## src/rtl/cpu_pkg.sv

```systemverilog
// -----------------------------------------------------------------------------
// cpu_pkg
// Shared definitions for the CPU-to-memory bridge: FSM state encoding and the
// RISC-V exception cause codes it reports, plus small helpers that pick a
// cause from the access direction.
// -----------------------------------------------------------------------------
package cpu_pkg;

  typedef enum logic [1:0] {
    ST_IDLE = 2'd0,
    ST_BUSY = 2'd1,
    ST_RESP = 2'd2
  } state_t;

  localparam logic [31:0] CAUSE_LOAD_MISALIGNED  = 32'd4;
  localparam logic [31:0] CAUSE_LOAD_ACCESS      = 32'd5;
  localparam logic [31:0] CAUSE_STORE_MISALIGNED = 32'd6;
  localparam logic [31:0] CAUSE_STORE_ACCESS     = 32'd7;

  function automatic logic [31:0] misaligned_cause(input logic we);
    return we ? CAUSE_STORE_MISALIGNED : CAUSE_LOAD_MISALIGNED;
  endfunction

  function automatic logic [31:0] access_fault_cause(input logic we);
    return we ? CAUSE_STORE_ACCESS : CAUSE_LOAD_ACCESS;
  endfunction

endpackage

```

## src/rtl/cpu_mem_bridge.sv

```systemverilog
// -----------------------------------------------------------------------------
// cpu_mem_bridge
// Turns a single-word core access into one valid/ready beat on a memory bus
// and reports completion (with RISC-V fault cause) back to the core.
//
// Handshake: bus_valid is raised in BUSY and the request fields (bus_we,
// bus_addr, bus_wdata) are held constant until a cycle where bus_valid and
// bus_ready are both high; that cycle is the beat, and bus_rdata/bus_err are
// only looked at then. The core side has no back-pressure: cpu_req is only
// sampled in IDLE, and cpu_done pulses for exactly one cycle in RESP.
//
// Ports:
//   clk, reset          clock, asynchronous active-low reset
//   cpu_req/we/addr/wdata  core request (sampled in IDLE)
//   cpu_rdata           last successful load data (held)
//   cpu_done            one-cycle completion pulse
//   cpu_fault/cpu_cause fault flag and cause, valid with cpu_done
//   cpu_busy            bridge not in IDLE
//   bus_valid/we/addr/wdata  memory request, word-aligned address
//   bus_ready/rdata/err memory response, valid with bus_ready
//
// Configuration macro CPU_MEM_BRIDGE_TIMEOUT_EN: when defined, a BUSY state
// that sees TIMEOUT_CYCLES cycles without bus_ready gives up with an access
// fault; otherwise BUSY waits forever.
// -----------------------------------------------------------------------------
module cpu_mem_bridge
  import cpu_pkg::*;
#(
  parameter int TIMEOUT_CYCLES = 16,
  parameter int CNT_W          = 8
) (
  input  logic        clk,
  input  logic        reset,
  input  logic        cpu_req,
  input  logic        cpu_we,
  input  logic [31:0] cpu_addr,
  input  logic [31:0] cpu_wdata,
  output logic [31:0] cpu_rdata,
  output logic        cpu_done,
  output logic        cpu_fault,
  output logic [31:0] cpu_cause,
  output logic        cpu_busy,
  output logic        bus_valid,
  output logic        bus_we,
  output logic [31:0] bus_addr,
  output logic [31:0] bus_wdata,
  input  logic        bus_ready,
  input  logic [31:0] bus_rdata,
  input  logic        bus_err
);

  state_t      r_state;
  state_t      w_next;
  logic        r_we;
  logic [29:0] r_addr;
  logic [31:0] r_wdata;
  logic [31:0] r_rdata;
  logic [31:0] r_cause;
  logic        r_fault;

  logic w_accept;
  logic w_aligned;
  logic w_hs;
  logic w_timeout;

  assign w_accept  = (r_state == ST_IDLE) & cpu_req;
  assign w_aligned = (cpu_addr[1:0] == 2'b00);
  assign w_hs      = (r_state == ST_BUSY) & bus_ready;

`ifdef CPU_MEM_BRIDGE_TIMEOUT_EN
  logic [CNT_W-1:0] r_cnt;

  // Counts consecutive non-ready BUSY cycles; cleared whenever BUSY is left.
  always_ff @(posedge clk or negedge reset) begin
    if (!reset) begin
      r_cnt <= '0;
    end else if ((r_state == ST_BUSY) && !bus_ready) begin
      r_cnt <= r_cnt + 1'b1;
    end else begin
      r_cnt <= '0;
    end
  end

  // Terminal wait cycle; a handshake in this same cycle wins.
  assign w_timeout = (r_state == ST_BUSY) & ~bus_ready &
                     (r_cnt == CNT_W'(TIMEOUT_CYCLES - 1));
`else
  logic w_unused_cfg;
  assign w_unused_cfg = (TIMEOUT_CYCLES > 0) ^ (CNT_W > 0);
  assign w_timeout    = 1'b0;
`endif

  always_ff @(posedge clk or negedge reset) begin
    if (!reset) begin
      r_state <= ST_IDLE;
    end else begin
      r_state <= w_next;
    end
  end

  always_comb begin
    w_next    = r_state;
    cpu_done  = 1'b0;
    cpu_busy  = 1'b0;
    bus_valid = 1'b0;
    case (r_state)
      ST_IDLE: begin
        // Misaligned accesses skip the bus and report straight away.
        if (cpu_req) w_next = w_aligned ? ST_BUSY : ST_RESP;
      end
      ST_BUSY: begin
        cpu_busy  = 1'b1;
        bus_valid = 1'b1;
        if (bus_ready || w_timeout) w_next = ST_RESP;
      end
      ST_RESP: begin
        cpu_busy = 1'b1;
        cpu_done = 1'b1;
        w_next   = ST_IDLE;
      end
      default: w_next = ST_IDLE;
    endcase
  end

  always_ff @(posedge clk or negedge reset) begin
    if (!reset) begin
      r_we    <= 1'b0;
      r_addr  <= '0;
      r_wdata <= '0;
      r_rdata <= '0;
      r_fault <= 1'b0;
      r_cause <= '0;
    end else if (w_accept) begin
      r_we    <= cpu_we;
      r_addr  <= cpu_addr[31:2];
      r_wdata <= cpu_wdata;
      r_fault <= ~w_aligned;
      r_cause <= w_aligned ? 32'd0 : misaligned_cause(cpu_we);
    end else if (w_hs) begin
      if (bus_err) begin
        r_fault <= 1'b1;
        r_cause <= access_fault_cause(r_we);
      end else if (!r_we) begin
        r_rdata <= bus_rdata;
      end
    end else if (w_timeout) begin
      r_fault <= 1'b1;
      r_cause <= access_fault_cause(r_we);
    end
  end

  assign cpu_rdata = r_rdata;
  assign cpu_fault = cpu_done & r_fault;
  assign cpu_cause = cpu_fault ? r_cause : 32'd0;
  // Request fields read as zero outside BUSY so nothing leaks onto the bus.
  assign bus_we    = bus_valid & r_we;
  assign bus_addr  = bus_valid ? {r_addr, 2'b00} : 32'd0;
  assign bus_wdata = bus_valid ? r_wdata : 32'd0;

endmodule

```

## config.mk

```make
export PLATFORM = sky130hd
export DESIGN_NAME = cpu_mem_bridge
export DESIGN_NICKNAME = d
export VERILOG_FILES = /design/src/rtl/cpu_pkg.sv /design/src/rtl/cpu_mem_bridge.sv
export SDC_FILE = /design/constraint.sdc
export NUM_CORES = 1
export LEC_CHECK = 0
export BUFFER_PORTS_ARGS = -buffer_cell sky130_fd_sc_hd__clkbuf_2
export CAP_MARGIN = 20
export CORE_MARGIN = 2
export CORE_UTILIZATION = 46
export CTS_CLUSTER_DIAMETER = 40
export DETAILED_ROUTE_END_ITERATION = 10
export GPL_TIMING_DRIVEN = 0
export HOLD_SLACK_MARGIN = 0.03
export PLACE_DENSITY = 0.89
export SLEW_MARGIN = 20
export SYNTH_ARGS = -nofsm -noshare
export SYNTH_HDL_FRONTEND = slang
export SYNTH_SLANG_ARGS = --single-unit
```

## constraint.sdc

```tcl
create_clock -name clk -period 1.9 [get_ports clk]
set_input_delay 0.38 -clock clk [delete_from_list [all_inputs] [get_ports clk]]
set_output_delay 0.38 -clock clk [all_outputs]
set_load 0.03 [all_outputs]
```

# After elaboration in Yosys (flattened, before gate mapping)
# Index checks and enable logic that the tools add are counted.
[word_totals]
inputBits = 102
ramBits = 0
wordCells = 46
latchBits = 0
register_bits = 130
memories = 0
mem_bits_ro = 0
output_inout_bits = 133
[classes]
reduce_logical = 8
n_div = 0
magnitude_cmp = 0
shifts = 0
addsub = 0
muxes = 19
n_mul = 0
bitwise_logic = 8
n_eq_ne = 4
[op_table]
columns = ["op", "n"]
rows = [
  ["32-bit two-way mux", 6],
  ["2-bit two-way mux", 5],
  ["1-bit two-way mux", 6],
  ["1-bit AND", 4],
  ["2-bit zero test", 2],
  ["2-bit inequality test (second input constant)", 2],
  ["1-bit NOT", 4],
  ["2-bit one-hot mux with 2 select lines", 1],
  ["2-bit AND reduction", 2],
  ["4-bit AND reduction", 1],
  ["2-bit nonzero test", 2],
  ["3-bit two-way mux", 1],
  ["2-bit by 1-bit equality test with 1-bit output (second input constant)", 1],
  ["2-bit equality test (second input constant)", 1],
  ["2-bit OR reduction", 1],
]

# Longest topological paths before layout
[logic_depth]
ltp_word = 4
mapped_depth = 7

# Worst setup path after synthesis
# Ideal clock, no wire load.
[synth_timing]
path_kind = "reg-to-output"
from = "reg r_state[1]"
to = "out bus_addr[10]"
path_buffers = 2
stages_incl_launch_ff = 6
path_slack_ps = 104
arrival_time_ps = 1416
cell_sequence = "dfrtp_1 > inv_1 > ha_1 > buf_2 > clkbuf_1 > and2_1"
[synth_via]
elab_chain_cells = 3
[synth_lines]
columns = ["element", "line", "rtl"]
rows = [
  ["start, declared", "cpu_mem_bridge.sv:52", "state_t r_state;"],
  ["start signal, assigned", "cpu_mem_bridge.sv:97", "r_state <= w_next;"],
  ["2-bit by 1-bit equality test with 1-bit output", "cpu_mem_bridge.sv:106", "case (r_state)"],
  ["1-bit two-way mux", "cpu_mem_bridge.sv:106", ""],
  ["32-bit two-way mux", "cpu_mem_bridge.sv:157", "assign bus_addr = bus_valid ? {r_addr, 2'b00} : 32'd0;"],
  ["end, declared", "cpu_mem_bridge.sv:45", "output logic [31:0] bus_addr,"],
]
# Every way passes these cells.

# Worst setup path after layout
[layout_timing]
from = "reg r_state[1]"
to = "out bus_wdata[25]"
[layout_via]
elab_chain_cells = 3
[layout_lines]
columns = ["element", "line", "rtl"]
rows = [
  ["2-bit by 1-bit equality test with 1-bit output", "cpu_mem_bridge.sv:106", ""],
  ["1-bit two-way mux", "cpu_mem_bridge.sv:106", ""],
  ["32-bit two-way mux", "cpu_mem_bridge.sv:158", "assign bus_wdata = bus_valid ? r_wdata : 32'd0;"],
  ["end, declared", "cpu_mem_bridge.sv:46", "output logic [31:0] bus_wdata,"],
]
# Every way passes these cells.

==> impl_metrics.prom <==
# TYPE chip_impl_metric gauge
chip_impl_info{name="outcome",value="complete, but fails checks"} 1
chip_impl_info{name="violated_checks",value="negative setup slack"} 1
chip_impl_info{name="min_delay_worst_endpoint",value="r_addr[12]$_DFFE_PN0P_"} 1
chip_impl_metric{name="hold_path_depth",unit=""} 2
chip_impl_metric{name="layout-drive-gt1-share",unit="%"} 72.4
chip_impl_metric{name="routed_wl_per_cell",unit="um"} 17.1
chip_impl_metric{name="pwr-share-clk",unit="%"} 12.7
chip_impl_info{name="timing_worst_setup_path_type",value="register to output pin"} 1
chip_impl_metric{name="grt_first_pass_wirelength",unit="um"} 18800
chip_impl_metric{name="vdd_ir_drop_max",unit="uV"} 813
chip_impl_metric{name="worst-path-buf-inv",unit=""} 4
chip_impl_metric{name="netlist_area",unit="sq um"} 4670
chip_impl_info{name="cts_tree",value="built"} 1
chip_impl_info{name="library_cell_contributing_the_largest_single_delay_on_the_critical_path",value="sky130_fd_sc_hd__dfrtp_1"} 1
chip_impl_info{name="holdCritPathClass",value="input pin to register"} 1
chip_impl_info{name="worstReg2RegEnd",value="cpu_rdata[21]$_DFFE_PN0P_"} 1
chip_impl_metric{name="cell_internal_pwr",unit="mW"} 6.52
chip_impl_metric{name="min_setup_slack_post_route",unit="ps"} -115
chip_impl_metric{name="dpl.hpwl",unit="um"} 8210
chip_impl_metric{name="ant_nets",unit=""} 0
chip_impl_metric{name="tritoncts.num_buffers",unit=""} 9
chip_impl_metric{name="design_power_total",unit="mW"} 10.5
chip_impl_metric{name="num_io_pins",unit=""} 235
chip_impl_metric{name="number_of_antenna_violations_at_the_first_check_in_global_routing",unit=""} 0
chip_impl_metric{name="netlist_instances",unit=""} 337
chip_impl_metric{name="first_global_vias",unit=""} 3720
chip_impl_metric{name="drt_pre_antenna_iters",unit=""} 4
chip_impl_metric{name="groute.usage.overall",unit="%"} 21.5
chip_impl_metric{name="clock-skew-final",unit="ps"} 8.67
chip_impl_metric{name="sw_frac_of_total",unit="%"} 38.0
chip_impl_metric{name="port_buffers",unit=""} 203
chip_impl_metric{name="mapped_avg_cell_area",unit="sq um"} 13.9
chip_impl_metric{name="p_leak",unit="nW"} 3.81
chip_impl_metric{name="slowest_delay",unit="ps"} 410
chip_impl_metric{name="globalRouteOverflowTotal",unit=""} 0
chip_impl_metric{name="worst_ep_arrival_time",unit="ps"} 1630
chip_impl_info{name="setup.worst_path.end_class",value="output pin"} 1
chip_impl_info{name="crit_family",value="buffers and inverters"} 1
chip_impl_metric{name="final-max-slew-violation-count",unit=""} 0
chip_impl_metric{name="netlist-cell-type-count",unit=""} 21
chip_impl_metric{name="antenna_cells",unit=""} 0
chip_impl_metric{name="num-nets-final",unit=""} 703
chip_impl_metric{name="fp.coreArea",unit="sq um"} 9820
chip_impl_metric{name="dp_worst_setup_slack",unit="ps"} -256
chip_impl_info{name="critPathLaunchType",value="register"} 1
chip_impl_metric{name="synth-seq-area-share",unit="%"} 53.5
chip_impl_metric{name="viasPerCell",unit=""} 4.70
chip_impl_metric{name="p_seq_share",unit="%"} 35.9
chip_impl_info{name="rr_startpoint",value="r_state[1]$_DFFE_PN0P_"} 1
chip_impl_metric{name="clockBufferDepth",unit=""} 2
chip_impl_metric{name="dr.first_iter.drc_count",unit=""} 77
chip_impl_metric{name="timing.hold.ws",unit="ps"} 245
chip_impl_metric{name="stdcell_count",unit=""} 734
chip_impl_metric{name="setup_viol_count_final",unit=""} 60
chip_impl_metric{name="max_cap_viols",unit=""} 0
chip_impl_info{name="cells_along_the_critical_path",value="inv_2 -> ha_4 -> buf_12 -> buf_8 -> and2_1 -> clkbuf_8"} 1
chip_impl_metric{name="postLayoutCellArea",unit="sq um"} 7300
chip_impl_metric{name="max_clock_freq",unit="MHz"} 496
chip_impl_metric{name="post-route-period-util",unit="%"} 106
chip_impl_metric{name="power.combinational.fraction",unit="%"} 51.4
chip_impl_metric{name="setup_total_negative_slack",unit="ps"} -4010
chip_impl_metric{name="switchingPower",unit="mW"} 3.99
chip_impl_metric{name="place_area",unit="sq um"} 6000
chip_impl_metric{name="layout_min_cycle_time",unit="ps"} 2010
chip_impl_metric{name="starting_density_of_the_core",unit="%"} 47.6
chip_impl_metric{name="final-hold-violation-count",unit=""} 0
chip_impl_info{name="rsz_0062_raised_after_global_routing",value="yes"} 1
chip_impl_info{name="hp-start",value="cpu_addr[14]"} 1
chip_impl_metric{name="numClockSinks",unit=""} 100
chip_impl_metric{name="power_per_cell_area",unit="nW/um^2"} 1440
chip_impl_metric{name="synth.yosys.warnings",unit=""} 0
chip_impl_metric{name="globalplace.congestion",unit=""} 0.741
chip_impl_metric{name="worst_ep_required_time",unit="ps"} 1520
chip_impl_metric{name="crit_path_max_fo",unit=""} 10
chip_impl_metric{name="clock_transition_at_the_registers_of_the_reported_paths",unit="ps"} 100
chip_impl_metric{name="area_growth_syn_to_layout",unit="%"} 56.3
chip_impl_metric{name="r2r_cells",unit=""} 8
chip_impl_metric{name="detailroute.via_count",unit=""} 3453
chip_impl_metric{name="dieWidth",unit="um"} 105
chip_impl_metric{name="reg2reg_slack",unit="ps"} 10
chip_impl_metric{name="total_routed_wirelength",unit="um"} 12500
chip_impl_metric{name="die_h",unit="um"} 105
chip_impl_info{name="clk_root_buffer_cell",value="sky130_fd_sc_hd__clkbuf_8"} 1
chip_impl_metric{name="finish.utilization",unit="%"} 74.4
chip_impl_metric{name="grt_start_max_net_pins",unit=""} 57
chip_impl_metric{name="place_inst",unit=""} 704
chip_impl_metric{name="row_count",unit=""} 36
chip_impl_metric{name="cts_max_level",unit=""} 3
chip_impl_metric{name="drc",unit=""} 0
chip_impl_metric{name="synth_register_bits",unit=""} 100
chip_impl_metric{name="worst_skew_pair.late_latency",unit="ps"} 350
chip_impl_info{name="setup.worst_path.start",value="r_state[1]$_DFFE_PN0P_"} 1
chip_impl_metric{name="area_of_the_die",unit="sq um"} 11000
final cells by class:
| type | count | area (sq um) |
|---|---|---|
| inverter | 4 | 20.0 |
| clock buffer | 11 | 131 |
| tap | 133 | 166 |
| timing repair buffer | 218 | 1870 |
| sequential | 100 | 2500 |
| buffer | 48 | 464 |
| clock inverter | 5 | 52.6 |
| fill | 588 | 2520 |
| multi-input combinational | 215 | 2090 |
cell families (layout without fill, tap and decap cells):
| family | Yosys count | count (layout) | share of synthesized area (%) |
|---|---|---|---|
| fa+ha+maj | 5 | 5 | 1.34 |
| other cells | 1 | 31 | 0.0802 |
| compound gates | 8 | 8 | 1.07 |
| simple gates | 72 | 72 | 9.91 |
| buf+inv | 52 | 286 | 7.90 |
| mux | 99 | 99 | 26.2 |
| flops | 100 | 100 | 53.5 |
worst max path at each step:
stage,endpoint,slack (ps),depth (start not counted)
floorplan,bus_addr[10],100,5
global placement,r_addr[2]$_DFFE_PN0P_,-720,1
detailed placement,bus_wdata[3],-260,6
CTS,bus_addr[26],-120,6
global route,bus_wdata[25],-180,6
finish,bus_wdata[25],-110,6
worst reg2reg max path: cells and delay by family, from the launching register on:
family,cells,cell delay (ps)
flip-flops,1,390
multiplexers,1,300
buffers and inverters,4,610
adder cells (fa/ha/maj),1,170
AND/OR/NAND/NOR,2,310
state kept, by name, indices dropped and copies added, names as in the netlist:
name       flops
cpu_rdata     32
r_wdata       32
r_addr        30
r_cause        3
r_state        2
r_we           1
what timing repair did:
| action | in CTS | in global routing |
|---|---|---|
| resized for setup | 175 | 122 |
| endpoints found under the hold margin | 44 | 0 |
| gates cloned | 2 | 3 |
| pin swaps | 1 | 3 |
| buffers inserted | 4 | 4 |
| endpoints found under the setup margin | 67 | 72 |
| hold buffers | 1 | 0 |
layout by cell type, fill, tap and decap left out, types with 3 or more instances in the layout:
master,instances
sky130_fd_sc_hd__and2_4,51
sky130_fd_sc_hd__clkbuf_16,4
sky130_fd_sc_hd__o21ai_0,3
sky130_fd_sc_hd__buf_8,57
sky130_fd_sc_hd__mux2_4,30
sky130_fd_sc_hd__mux2_2,65
sky130_fd_sc_hd__clkbuf_8,20
sky130_fd_sc_hd__clkinv_2,3
sky130_fd_sc_hd__conb_1,31
sky130_fd_sc_hd__clkbuf_2,133
sky130_fd_sc_hd__mux2i_1,4
sky130_fd_sc_hd__dfrtp_1,100
sky130_fd_sc_hd__buf_4,43
sky130_fd_sc_hd__buf_2,3
sky130_fd_sc_hd__ha_4,3
sky130_fd_sc_hd__buf_6,9
sky130_fd_sc_hd__buf_12,3
sky130_fd_sc_hd__and2_1,14
cells in the mapped netlist:
library cell,count,area [sq um]
sky130_fd_sc_hd__and3_1,3,18.8
sky130_fd_sc_hd__dfrtp_1,100,2500
sky130_fd_sc_hd__o22ai_1,2,12.5
sky130_fd_sc_hd__inv_1,4,15.0
sky130_fd_sc_hd__nor2_1,1,3.75
sky130_fd_sc_hd__buf_4,31,233
sky130_fd_sc_hd__o21a_1,2,15.0
sky130_fd_sc_hd__conb_1,1,3.75
sky130_fd_sc_hd__buf_2,4,20.0
sky130_fd_sc_hd__nand2_2,1,6.26
sky130_fd_sc_hd__nor2_2,1,6.26
sky130_fd_sc_hd__o211ai_1,1,7.51
sky130_fd_sc_hd__o21ai_0,3,15.0
sky130_fd_sc_hd__mux2_2,65,732
sky130_fd_sc_hd__ha_1,5,62.6
sky130_fd_sc_hd__and2_1,65,407
sky130_fd_sc_hd__buf_6,7,78.8
sky130_fd_sc_hd__nand4_4,1,21.3
sky130_fd_sc_hd__clkbuf_1,6,22.5
sky130_fd_sc_hd__mux2_4,30,450
sky130_fd_sc_hd__mux2i_1,4,40.0
power by group through the flow:
stage	clock network [mW]	registers [mW]	logic [mW]
after floorplan	0	4.15	2.58
after global placement	0	3.62	4.10
after detailed placement	0	3.71	4.22
after CTS	1.35	3.69	4.92
after global routing	1.45	3.88	5.68
final	1.33	3.77	5.40
layer usage:
metal,share of wire [%],vias up,GRT usage [%]
met5,0,-,0
met4,1.8,0,7.05
met3,6.5,18,4.55
met2,54,143,39.1
met1,38,1717,25.0
li1,-,1575,-
(Power assumes the default switching activity.)
